`src/rtl/i2c_globals_pkg.sv`:
```
// i2c_globals_pkg: shared widths, R/W encoding and target FSM states for the I2C blocks.
package i2c_globals_pkg;
    localparam int DATA_LENGTH = 8;
    localparam int REGISTER_ADDRESS_WIDTH = 8;
    typedef enum logic {WRITE = 1'b0, READ = 1'b1} read_write_e;
    typedef enum logic [3:0] {
        IDLE, ADDR, ADDR_ACK, REG_PTR, PTR_ACK, WR_DATA, WR_ACK, RD_DATA, RD_ACK, IGNORE
    } i2c_slave_state_e;
endpackage

```
`src/rtl/i2c_bus_condition_detector.sv`:
```
// i2c_bus_condition_detector: synchronizes SCL/SDA into pclk and flags SCL edges, START and STOP.
module i2c_bus_condition_detector (
    input  logic pclk,
    input  logic areset,
    input  logic i_scl,
    input  logic i_sda,
    output logic o_scl_rise,
    output logic o_scl_fall,
    output logic o_start,
    output logic o_stop,
    output logic o_sda
);
    logic r_scl_meta, r_scl_sync, r_scl_prev;
    logic r_sda_meta, r_sda_sync, r_sda_prev;

    always_ff @(posedge pclk or posedge areset) begin
        if (areset) begin
            {r_scl_meta, r_scl_sync, r_scl_prev} <= '1;
            {r_sda_meta, r_sda_sync, r_sda_prev} <= '1;
        end else begin
            {r_scl_meta, r_scl_sync, r_scl_prev} <= {i_scl, r_scl_meta, r_scl_sync};
            {r_sda_meta, r_sda_sync, r_sda_prev} <= {i_sda, r_sda_meta, r_sda_sync};
        end
    end

    assign o_scl_rise = r_scl_sync & ~r_scl_prev;
    assign o_scl_fall = ~r_scl_sync & r_scl_prev;
    assign o_start    = r_scl_sync & r_scl_prev & r_sda_prev & ~r_sda_sync;
    assign o_stop     = r_scl_sync & r_scl_prev & ~r_sda_prev & r_sda_sync;
    assign o_sda      = r_sda_sync;
endmodule

```
`src/rtl/i2c_slave_responder.sv`:
```
// i2c_slave_responder: 7-bit I2C target with a register pointer, byte-wide write strobe and
// auto-incrementing reads; no clock stretching.
module i2c_slave_responder #(
    parameter logic [6:0] SLAVE_ADDRESS = 7'h68,
    parameter int DATA_LENGTH = 8,
    parameter int REGISTER_ADDRESS_WIDTH = 8
) (
    input  logic                              pclk,
    input  logic                              areset,
    input  logic                              scl_i,
    input  logic                              sda_i,
    output logic                              sda_oen,
    output logic [REGISTER_ADDRESS_WIDTH-1:0] reg_addr,
    output logic                              reg_wr_en,
    output logic [DATA_LENGTH-1:0]            reg_wr_data,
    input  logic [DATA_LENGTH-1:0]            reg_rd_data,
    output logic                              busy,
    output logic                              start_det,
    output logic                              stop_det
);
    import i2c_globals_pkg::*;

    localparam logic [3:0] W8 = 4'(DATA_LENGTH);

    logic w_scl_rise, w_scl_fall, w_start, w_stop, w_sda, w_match;
    logic [DATA_LENGTH-1:0] w_byte;
    i2c_slave_state_e r_state;
    read_write_e r_rw;
    logic [3:0] r_bit_cnt;
    logic [DATA_LENGTH-1:0] r_shift;
    logic r_inc;

    i2c_bus_condition_detector u_det (
        .pclk      (pclk),
        .areset    (areset),
        .i_scl     (scl_i),
        .i_sda     (sda_i),
        .o_scl_rise(w_scl_rise),
        .o_scl_fall(w_scl_fall),
        .o_start   (w_start),
        .o_stop    (w_stop),
        .o_sda     (w_sda)
    );

    assign w_byte  = {r_shift[DATA_LENGTH-2:0], w_sda};
    assign w_match = (r_shift[DATA_LENGTH-1:1] == SLAVE_ADDRESS) && (SLAVE_ADDRESS != 7'd0);

    // Bus conditions take priority over every bit-level event.
    always_ff @(posedge pclk or posedge areset) begin
        if (areset) begin
            r_state     <= IDLE;
            r_rw        <= WRITE;
            r_bit_cnt   <= '0;
            r_shift     <= '0;
            r_inc       <= 1'b0;
            sda_oen     <= 1'b0;
            reg_addr    <= '0;
            reg_wr_en   <= 1'b0;
            reg_wr_data <= '0;
            busy        <= 1'b0;
            start_det   <= 1'b0;
            stop_det    <= 1'b0;
        end else begin
            reg_wr_en <= 1'b0;
            r_inc     <= 1'b0;
            start_det <= w_start;
            stop_det  <= w_stop;
            if (r_inc) reg_addr <= reg_addr + 1'b1;
            if (w_stop) begin
                r_state   <= IDLE;
                sda_oen   <= 1'b0;
                busy      <= 1'b0;
                r_bit_cnt <= '0;
            end else if (w_start) begin
                r_state   <= ADDR;
                sda_oen   <= 1'b0;
                r_bit_cnt <= '0;
            end else if (w_scl_rise) begin
                if ((r_state inside {ADDR, REG_PTR, WR_DATA, RD_DATA}) && r_bit_cnt < W8) begin
                    r_shift   <= (r_state == RD_DATA) ? r_shift << 1 : w_byte;
                    r_bit_cnt <= r_bit_cnt + 1'b1;
                end
                if (r_state == WR_DATA && r_bit_cnt == W8 - 1'b1) begin
                    reg_wr_en   <= 1'b1;
                    reg_wr_data <= w_byte;
                    r_inc       <= 1'b1;
                end
                if (r_state == RD_ACK && w_sda) r_state <= IGNORE;
            end else if (w_scl_fall) begin
                case (r_state)
                    ADDR: if (r_bit_cnt == W8) begin
                        r_state <= w_match ? ADDR_ACK : IGNORE;
                        sda_oen <= w_match;
                        busy    <= busy | w_match;
                        r_rw    <= read_write_e'(r_shift[0]);
                    end
                    ADDR_ACK, RD_ACK: begin
                        r_bit_cnt <= '0;
                        if (r_state == ADDR_ACK && r_rw == WRITE) begin
                            sda_oen <= 1'b0;
                            r_state <= REG_PTR;
                        end else begin
                            r_shift  <= reg_rd_data;
                            sda_oen  <= ~reg_rd_data[DATA_LENGTH-1];
                            reg_addr <= reg_addr + 1'b1;
                            r_state  <= RD_DATA;
                        end
                    end
                    REG_PTR: if (r_bit_cnt == W8) begin
                        reg_addr <= REGISTER_ADDRESS_WIDTH'(r_shift);
                        sda_oen  <= 1'b1;
                        r_state  <= PTR_ACK;
                    end
                    WR_DATA: if (r_bit_cnt == W8) begin
                        sda_oen <= 1'b1;
                        r_state <= WR_ACK;
                    end
                    PTR_ACK, WR_ACK: begin
                        sda_oen   <= 1'b0;
                        r_bit_cnt <= '0;
                        r_state   <= WR_DATA;
                    end
                    RD_DATA: begin
                        sda_oen <= (r_bit_cnt == W8) ? 1'b0 : ~r_shift[DATA_LENGTH-1];
                        if (r_bit_cnt == W8) r_state <= RD_ACK;
                    end
                    default: ;
                endcase
            end
        end
    end
endmodule

```
`config.mk`:
```
export PLATFORM = sky130hd
export DESIGN_NAME = i2c_slave_responder
export DESIGN_NICKNAME = d
export VERILOG_FILES = /design/src/rtl/i2c_globals_pkg.sv /design/src/rtl/i2c_bus_condition_detector.sv /design/src/rtl/i2c_slave_responder.sv
export SDC_FILE = /design/constraint.sdc
export NUM_CORES = 1
export LEC_CHECK = 0
export CAP_MARGIN = 20
export CELL_PAD_IN_SITES_DETAIL_PLACEMENT = 1
export CELL_PAD_IN_SITES_GLOBAL_PLACEMENT = 1
export CORE_ASPECT_RATIO = 0.5
export CORE_UTILIZATION = 46
export CTS_CLUSTER_DIAMETER = 80
export DETAILED_ROUTE_END_ITERATION = 12
export PLACE_DENSITY = 0.81
export SYNTH_ARGS = -nofsm -noshare
export SYNTH_HDL_FRONTEND = slang
export SYNTH_HIERARCHICAL = 1
export SYNTH_SLANG_ARGS = --single-unit
```
`constraint.sdc`:
```
create_clock -name pclk -period 5.6 [get_ports pclk]
set_input_delay 0.84 -clock pclk [delete_from_list [all_inputs] [get_ports pclk]]
set_output_delay 0.84 -clock pclk [all_outputs]
set_load 0.02 [all_outputs]
```
* Word-level counts from Yosys, hierarchy flattened
Index checks and enable logic that the tools add are counted.
** Cells by class
- Reduce and logical (&&, ||, !) cells :: 26
- Order comparisons :: 1
- Bitwise logic cells :: 18
- Add/subtract/negate cells :: 2
- Equality and inequality tests :: 24
- Multiplexer cells :: 51
** Operators by type and width (count)
- $mux W8 :: 12
- $mux W4 :: 16
- $pmux W4 S6 :: 1
- $eq A4 B3 Y1 const B :: 5
- $ne A5 B3 Y1 const B :: 4
- $mux W1 :: 19
- $pmux W8 S2 :: 1
- $reduce_and A6 Y1 :: 2
- $reduce_bool A4 Y1 :: 3
- $not A1 Y1 :: 10
- $reduce_and A5 Y1 :: 2
- $reduce_bool A2 Y1 :: 5
- $reduce_bool A9 Y1 :: 1
- $add A8 B1 Y8 const B :: 1
- $eq A4 B2 Y1 const B :: 2
- $eq A4 B4 Y1 const B :: 2
- $ne A4 B4 Y1 const B :: 2
- $and A1 B1 Y1 :: 7
- $eq A7 B7 Y1 const B :: 1
- $reduce_and A7 Y1 :: 1
- $reduce_bool A7 Y1 :: 1
- $reduce_or A2 Y1 :: 3
- $pmux W1 S5 :: 1
- $add A4 B1 Y4 const B :: 1
- other kinds (14) :: 19
** Storage, ports and cells
- Register bits :: 44
- Output and inout port bits :: 21
- Logic and storage cells :: 139
- Bits of input ports :: 12

* Depth between registers and ports, before layout
Gate-level depths: netlist of the first run.
- Word-level depth :: 8
- Gate-level depth with buffers :: 8
- Gate-level depth less buffers :: 6

* By module
Netlist of the first run, hierarchy kept.
** Modules (own cells, without submodules)
- i2c_slave_responder :: cells each 238, area an instance 2359.8 um2, instances 1
- i2c_bus_condition_detector :: cells each 11, area an instance 193.9 um2, instances 1

* Least setup slack after synthesis of the first run
OpenSTA, ideal clock, no wires.
- Path kind :: reg-to-reg
- Start point :: register u_det.r_sda_sync, in the netlist u_det/o_sda
- End point :: register r_shift[0]
- Data required time :: 5475 ps
- Buffers on the path :: 2
- Library setup time :: 125 ps
- Clock period less this slack :: 2479 ps
- Path slack :: 3121 ps
- Arrival time :: 2354 ps
- Stages on the path, launching flop included :: 8
- Cell sequence :: dfstp_2 -> and4b_1 -> or4b_4 -> buf_6 -> a2111oi_4 -> a21o_1 -> buf_6 -> mux2_4
** On the way
- Longest elaborated chain between the ends :: 4
- Elaborated cells between the ends (all ways) :: 9
- Classes of those cells :: mux: 3; bitwise: 5; reduce/logical: 1
** Ends and longest elaborated chain
- from (decl) :: RTL line i2c_bus_condition_detector.sv:14 : logic r_sda_meta, r_sda_sync, r_sda_prev;
- from (signal assigned) :: RTL line i2c_bus_condition_detector.sv:22 : {r_sda_meta, r_sda_sync, r_sda_prev} <= {i_sda, r_sda_meta, r_sda_sync};
- $not A1 Y1 :: RTL line i2c_bus_condition_detector.sv:28 : assign o_start = r_scl_sync & r_scl_prev & r_sda_prev & ~r_sda_sync;
- $and A1 B1 Y1 :: RTL line i2c_bus_condition_detector.sv:28
- net w_start :: RTL line i2c_slave_responder.sv:25 : logic w_scl_rise, w_scl_fall, w_start, w_stop, w_sda, w_match;
- $not A1 Y1 (no source line)
- $reduce_and A6 Y1 (no source line)
- to (signal assigned) :: RTL line i2c_slave_responder.sv:80 : r_shift <= (r_state == RD_DATA) ? r_shift << 1 : w_byte;
- to (signal assigned) :: RTL line i2c_slave_responder.sv:103 : r_shift <= reg_rd_data;
- to (decl) :: RTL line i2c_slave_responder.sv:30 : logic [DATA_LENGTH-1:0] r_shift;
The timed path passes the listed nets, and every way through them passes these cells. The select of a mux whose other input is x is not followed.
A chain may end at the register's enable or synchronous reset.

* Worst setup path after layout of the first run
- Start point :: register u_det.r_sda_sync, in the netlist u_det/o_sda
- End point :: register r_shift[3]
The elaborated chain is that of the path after synthesis.

==> reports/results.ini, run 1 <==
[die]
fp.dieW_um=107
chipHeight_um=54.7
die_area_um2=5870
core_um2=5130
rows=18
ios=33
initial_utilization=0.497

[timing]
setup_violations=0
whs_ns=0.361
worst_pin_slew_ns=0.831
rsz0062_at_grt=false
finClkSkew_ns=0.00600
fmax_mhz=346
timing.final.crit_share=0.517
fin_crit_ns=2.89
finalHoldViolCount=0
final_max_slew_viol_count=0
final.setup.tns_ns=0
maxSlewHeadroom=0.441

[yosys]
syn_nets=264
yosysWarnings=6
synth_ff_type=dfrtp_1
synth_edf_count=0
ys_ff_latch=44
synth_cell_types=52
synth.yosys.seq_area_share=0.434
synth_area_um2=2550
syn_inst=249
syn_avg_cell_area_um2=10.3
async_flop_share=1.00

[global_route]
grt_use_total=0.251
antenna_found_initial=0
grt_pass1_wl_mm=10.8
grt-ovfl-total=0
grt_pass1_vias=2102
grt_max_degree=39

[route]
drc=0
routed_wirelength_mm=6.66
drtIter0Drc=104
dr.pass1.iters=4
via_per_inst=5.96
via_count=2043
wire_per_inst_um=19.4
top_layer_used=met4
wl_met2_mm=3.14
drt.antenna.violating_nets=0
route.met3.wl_um=353
m1WireLength_mm=3.06

[clock_network]
hold_buffers=0
root_buffer=clkbuf_8
post-cts-setup-buffers=0
clk_path_buf_depth=2
clk_pin_slew_ns=0.09
cts_tree=built
htree_levels=2
numCtsBuffers=5
insertion_delay_ns=0.30
clock_sinks=44
post_cts_resized=0

[worst_setup_path]
arrival_ns=3.08
critPathCaptureType=flip-flop
cp-startpoint=u_det/o_sda
max_stage_delay_ns=0.63
setup.worst_path.end=r_shift[3]
reg2reg_slack_ns=2.71
r2r_cells=5
cpMaxStageDelayCell=or4b_4
worstPathCellList=and4b_1 -> or4b_4 -> a2111oi_4 -> a21o_1 -> mux2_4
required_ns=5.79
regToRegEndpoint=r_shift[3]
reg2reg_from=u_det/o_sda
cp_max_fo=8
worst_setup_path_start_kind=flip-flop
critPathKind=flip-flop to flip-flop

[cells_and_area]
multi_input_area_um2=1310
layout_common_cells=dfrtp_1 (38), clkdlybuf4s50_1 (32), nand2_1 (16), mux2_2 (16)
drive_above_1_share=0.176
layout_commonest_cell=dfrtp_1
fin_cells=343
diodes=0
nets=287
final-seq-area_um2=1110
finish.utilization=0.580
area_delta_synth_final_pct=16.7
fillers=565

[placement]
io_buffer_count=32
globalplace.congestion=0.860
dp_hpwl_mm=4.73
placedCellCount=335

[status]
outcome=complete, no violations

[pwr]
p_leak_uw=0.00121
vdd_drop_max_v=0.000119
powerDensity_nw_per_um2=258

[min_path]
worstHoldStart=u_det/r_sda_meta
min_path_type=flip-flop to flip-flop

[run]
maxCapViolations=0

[area by class of cell]
class,instances,area share
Clock buffer,7,0.0290
Clock inverter,1,0.00252
Timing Repair Buffer,34,0.113
Sequential cell,44,0.372
Inverter,12,0.0151
Multi-Input combinational cell,175,0.439
Tap cell,70,0.0294
[worst min path at each step]
stage / end / slack (ns) / depth (start not counted)
final: u_det/o_sda / 0.36 / 0
after global routing: u_det/r_scl_sync / 0.37 / 0
after CTS: u_det/o_sda / 0.36 / 0
after detailed placement: u_det/o_sda / 0.35 / 0
after global placement: u_det/o_sda / 0.35 / 0
after floorplan: u_det/o_sda / 0.35 / 0
[cell usage after synthesis (4+ instances only)]
| cell type | number | area [µm²] |
|---|---|---|
| xor2_1 | 4 | 35.0 |
| nand2_1 | 16 | 60.1 |
| nor2_1 | 12 | 45.0 |
| nor3_1 | 10 | 50.1 |
| dfstp_2 | 6 | 158 |
| o211ai_1 | 5 | 37.5 |
| xnor2_1 | 6 | 52.6 |
| mux2_2 | 16 | 180 |
| nand2b_1 | 4 | 25.0 |
| o22ai_1 | 6 | 37.5 |
| clkbuf_1 | 14 | 52.6 |
| inv_1 | 12 | 45.0 |
| dfrtp_1 | 38 | 951 |
| nor2b_1 | 4 | 25.0 |
| mux2_4 | 8 | 120 |
| o21ai_0 | 10 | 50.1 |
| a22oi_1 | 6 | 45.0 |
| nand3_1 | 12 | 60.1 |
| o21a_1 | 5 | 37.5 |
| a21oi_1 | 6 | 30.0 |
[power breakdown]
part,switching (µW),internal [µW]
Clock,116,100
Sequential,55.8,357
Combinational,60.2,77.8
[flip-flops by register name (all words and copies together) (netlist names), 4 cells and up]
register and count:
r_bit_cnt 4, reg_wr_data 8, r_state 4, r_shift 8, reg_addr 8
[layer usage]
| layer | vias up | global-route usage |
|---|---|---|
| met5 | - | 0 |
| met4 | 0 | 0.0890 |
| met3 | 14 | 0.0536 |
| met2 | 49 | 0.433 |
| met1 | 1021 | 0.321 |
| li1 | 959 | - |
[stage by stage]
step	total power [µW]	cell area [µm²]	setup WS, ns
2_1_floorplan	506	2550	3.12
3_3_place_gp	548	2890	2.85
3_5_place_dp	557	2890	2.75
4_1_cts	772	2980	2.74
5_1_grt	804	2980	2.60
6_report	767	2980	2.71
[worst max-delay path: cells and delay by family, from the launching register on]
family	cells	cell delay (ns)
compound gates	2	0.97
simple gates	2	0.89
mux	1	0.34
flops	1	0.58
[cell families after synthesis]
family / share of synthesized area
buffers and inverters: 0.0534
AOI/OAI and AO/OA: 0.160
adders and majority gates: 0.0147
xor gates and xnor gates: 0.0343
and+or+nand+nor: 0.174
muxes: 0.129
DFF: 0.434
Power figures use the tool's default switching activity.
==> inputs of run 2 (changes only) <==
Settings changed: CORE_UTILIZATION 46 to 43, PLACE_DENSITY 0.81 to 0.76.
Clock period 5.6 ns to 3 ns, I/O delays scaled along.
==> run 2 against run 1 <==
Effect of this change:
- the flow now finishes with violations (design-rule violations)
- critical path depth unchanged
- utilization down 3.1 points
- sequential power up 85%
- setup slack worse by 2.5 ns
- first-iteration DRC count down 7.7%
==> reports/results.ini, run 2 (same netlist as run 1, synthesis figures left out) <==
[status]
outcome=complete, but fails checks  ; was complete, no violations
violations=design-rule violations

[placement]
place_ws_ns=0.322  ; was 2.75 ns
dp_hpwl_mm=4.94  ; was 4.73 mm
io_buffer_count=32  ; unchanged
placedCellCount=344  ; was 335
globalplace.congestion=0.826  ; was 0.860

[worst_setup_path]
max_stage_delay_ns=0.62  ; was 0.63 ns
cpMaxStageDelayCell=or4b_4  ; unchanged
required_ns=3.17  ; was 5.79 ns
arrival_ns=2.92  ; was 3.08 ns
cp_max_fo=8  ; unchanged
r2r_cells=5  ; unchanged
worstPathCellList=and4b_1 -> or4b_4 -> a2111oi_4 -> a21o_1 -> mux2_4  ; unchanged
reg2reg_from=u_det/o_sda  ; unchanged
critPathKind=flip-flop to flip-flop  ; unchanged
path_buf_inv=0  ; unchanged
reg2reg_slack_ns=0.25  ; was 2.71 ns
regToRegEndpoint=r_shift[5]  ; was r_shift[3]
cp_top_family=simple AND/OR/NAND/NOR gates  ; was compound AO/OA/AOI/OAI gates
critPathCaptureType=flip-flop  ; unchanged
worst_setup_path_start_kind=flip-flop  ; unchanged

[timing]
worst_slack_ns=0.249  ; was 2.71 ns
fmax_mhz=363  ; was 346 MHz
finClkSkew_ns=0.00795  ; was 0.00600 ns
final_max_slew_viol_count=0  ; unchanged
maxSlewHeadroom=0.499  ; was 0.441
whs_ns=0.356  ; was 0.361 ns
timing.final.crit_share=0.917  ; was 0.517
worst_pin_slew_ns=0.747  ; was 0.831 ns
final.setup.tns_ns=0  ; unchanged
finalHoldViolCount=0  ; unchanged
setup_violations=0  ; unchanged
fin_crit_ns=2.75  ; was 2.89 ns
rsz0062_at_grt=false  ; unchanged

[cells_and_area]
layout_commonest_cell=dfrtp_1  ; unchanged
nets=293  ; was 287
fin_cells=352  ; was 343
diodes=0  ; unchanged
area_delta_synth_final_pct=20.6  ; was 16.7%
reg.largest.list=r_shift: 8 flops, reg_addr: 8 flops, reg_wr_data: 8 flops  ; unchanged
drive_above_1_share=0.197  ; was 0.176
layout_common_cells=dfrtp_1 (38), clkdlybuf4s50_1 (32), nand2_1 (16), mux2_2 (16)  ; unchanged

[clock_network]
htree_levels=2  ; unchanged
hold_buffers=0  ; unchanged
post-cts-setup-buffers=0  ; unchanged
clk_pin_slew_ns=0.07  ; was 0.09 ns
post_cts_resized=0  ; unchanged
clock_sinks=44  ; unchanged
clk_path_buf_depth=2  ; unchanged
numCtsBuffers=5  ; unchanged
root_buffer=clkbuf_16  ; was clkbuf_8
insertion_delay_ns=0.29  ; was 0.30 ns
cts_tree=built  ; unchanged

[die]
fp.dieW_um=111  ; was 107 µm
ios=33  ; unchanged
core_um2=5610  ; was 5130 µm²
initial_utilization=0.455  ; was 0.497
die_area_um2=6270  ; was 5870 µm²
rows=19  ; was 18
chipHeight_um=56.5  ; was 54.7 µm

[route]
drtIter0Drc=96  ; was 104
drt.antenna.violating_nets=0  ; unchanged
routed_wirelength_mm=6.80  ; was 6.66 mm
wire_per_inst_um=19.3  ; was 19.4 µm
drc=4  ; was 0
dr.pass1.iters=9  ; was 4
via_per_inst=5.91  ; was 5.96
via_count=2080  ; was 2043

[pwr]
pwr-share-clk=0.348  ; was 0.283
p_sw_frac=0.294  ; was 0.303
p_total_uw=1600  ; was 767 µW
seqPwrFrac=0.479  ; was 0.538
intPower_uw=1130  ; was 535 µW
p_switching_uw=468  ; was 232 µW
comb_power_share=0.174  ; was 0.180
p_leak_uw=0.00126  ; was 0.00121 µW
powerDensity_nw_per_um2=518  ; was 258 nW/µm²
vdd_drop_max_v=0.000248  ; was 0.000119 V

[global_route]
grt_use_total=0.236  ; was 0.251
grt_pass1_vias=2239  ; was 2102
grt_max_degree=39  ; unchanged
grt-ovfl-total=0  ; unchanged
grt_pass1_wl_mm=11.4  ; was 10.8 mm
antenna_found_initial=0  ; unchanged

[min_path]
holdPathEnd=u_det/o_sda  ; unchanged
min_path_type=flip-flop to flip-flop  ; unchanged
worstHoldStart=u_det/r_sda_meta  ; unchanged
hold-path-cell-count=0  ; unchanged

[run]
maxCapViolations=0  ; unchanged

[run 2: worst max path at each step]
stage | start | slack [ns] | to | cells after the start
2_1_floorplan | u_det/o_sda | 0.52 | r_shift[0] | 7
3_3_place_gp | u_det/o_sda | 0.38 | r_shift[4] | 5
3_5_place_dp | u_det/o_sda | 0.32 | r_shift[4] | 5
4_1_cts | u_det/o_sda | 0.26 | r_shift[5] | 5
5_1_grt | u_det/o_sda | 0.18 | r_shift[5] | 5
6_report | u_det/o_sda | 0.25 | r_shift[5] | 5
[run 2: layer usage]
metal | GRT usage | routed length, µm | vias up | part of all wire
met2 | 0.403 | 3180 | 55 | 0.47
met5 | 0 | 0 | - | 0
met3 | 0.0508 | 266 | 10 | 0.039
met1 | 0.307 | 3270 | 1049 | 0.48
li1 | - | - | 966 | -
met4 | 0.0607 | 82 | 0 | 0.012
[run 2: stage by stage]
step | area, µm² | utilization
2_1_floorplan | 2550 | -
3_3_place_gp | 2930 | 0.523
3_5_place_dp | 2930 | 0.523
4_1_cts | 3080 | 0.549
5_1_grt | 3080 | 0.549
6_report | 3080 | 0.549
[run 2: layout make-up]
class	instances	area (µm²)
clock buffers	5	125
clock inverters	3	21.3
fillers	611	2530
inverters	12	45.0
multi-input cells	175	1310
flip-flops and latches	44	1110
well taps	73	91.3
repair buffers	40	380
[run 2: power groups by stage]
stage	clock, µW	combinational (µW)	sequential (µW)
final	555	277	764
after detailed placement	0	272	773
after CTS	559	279	765
after global placement	0	260	771
after global routing	585	298	774
after floorplan	0	208	736
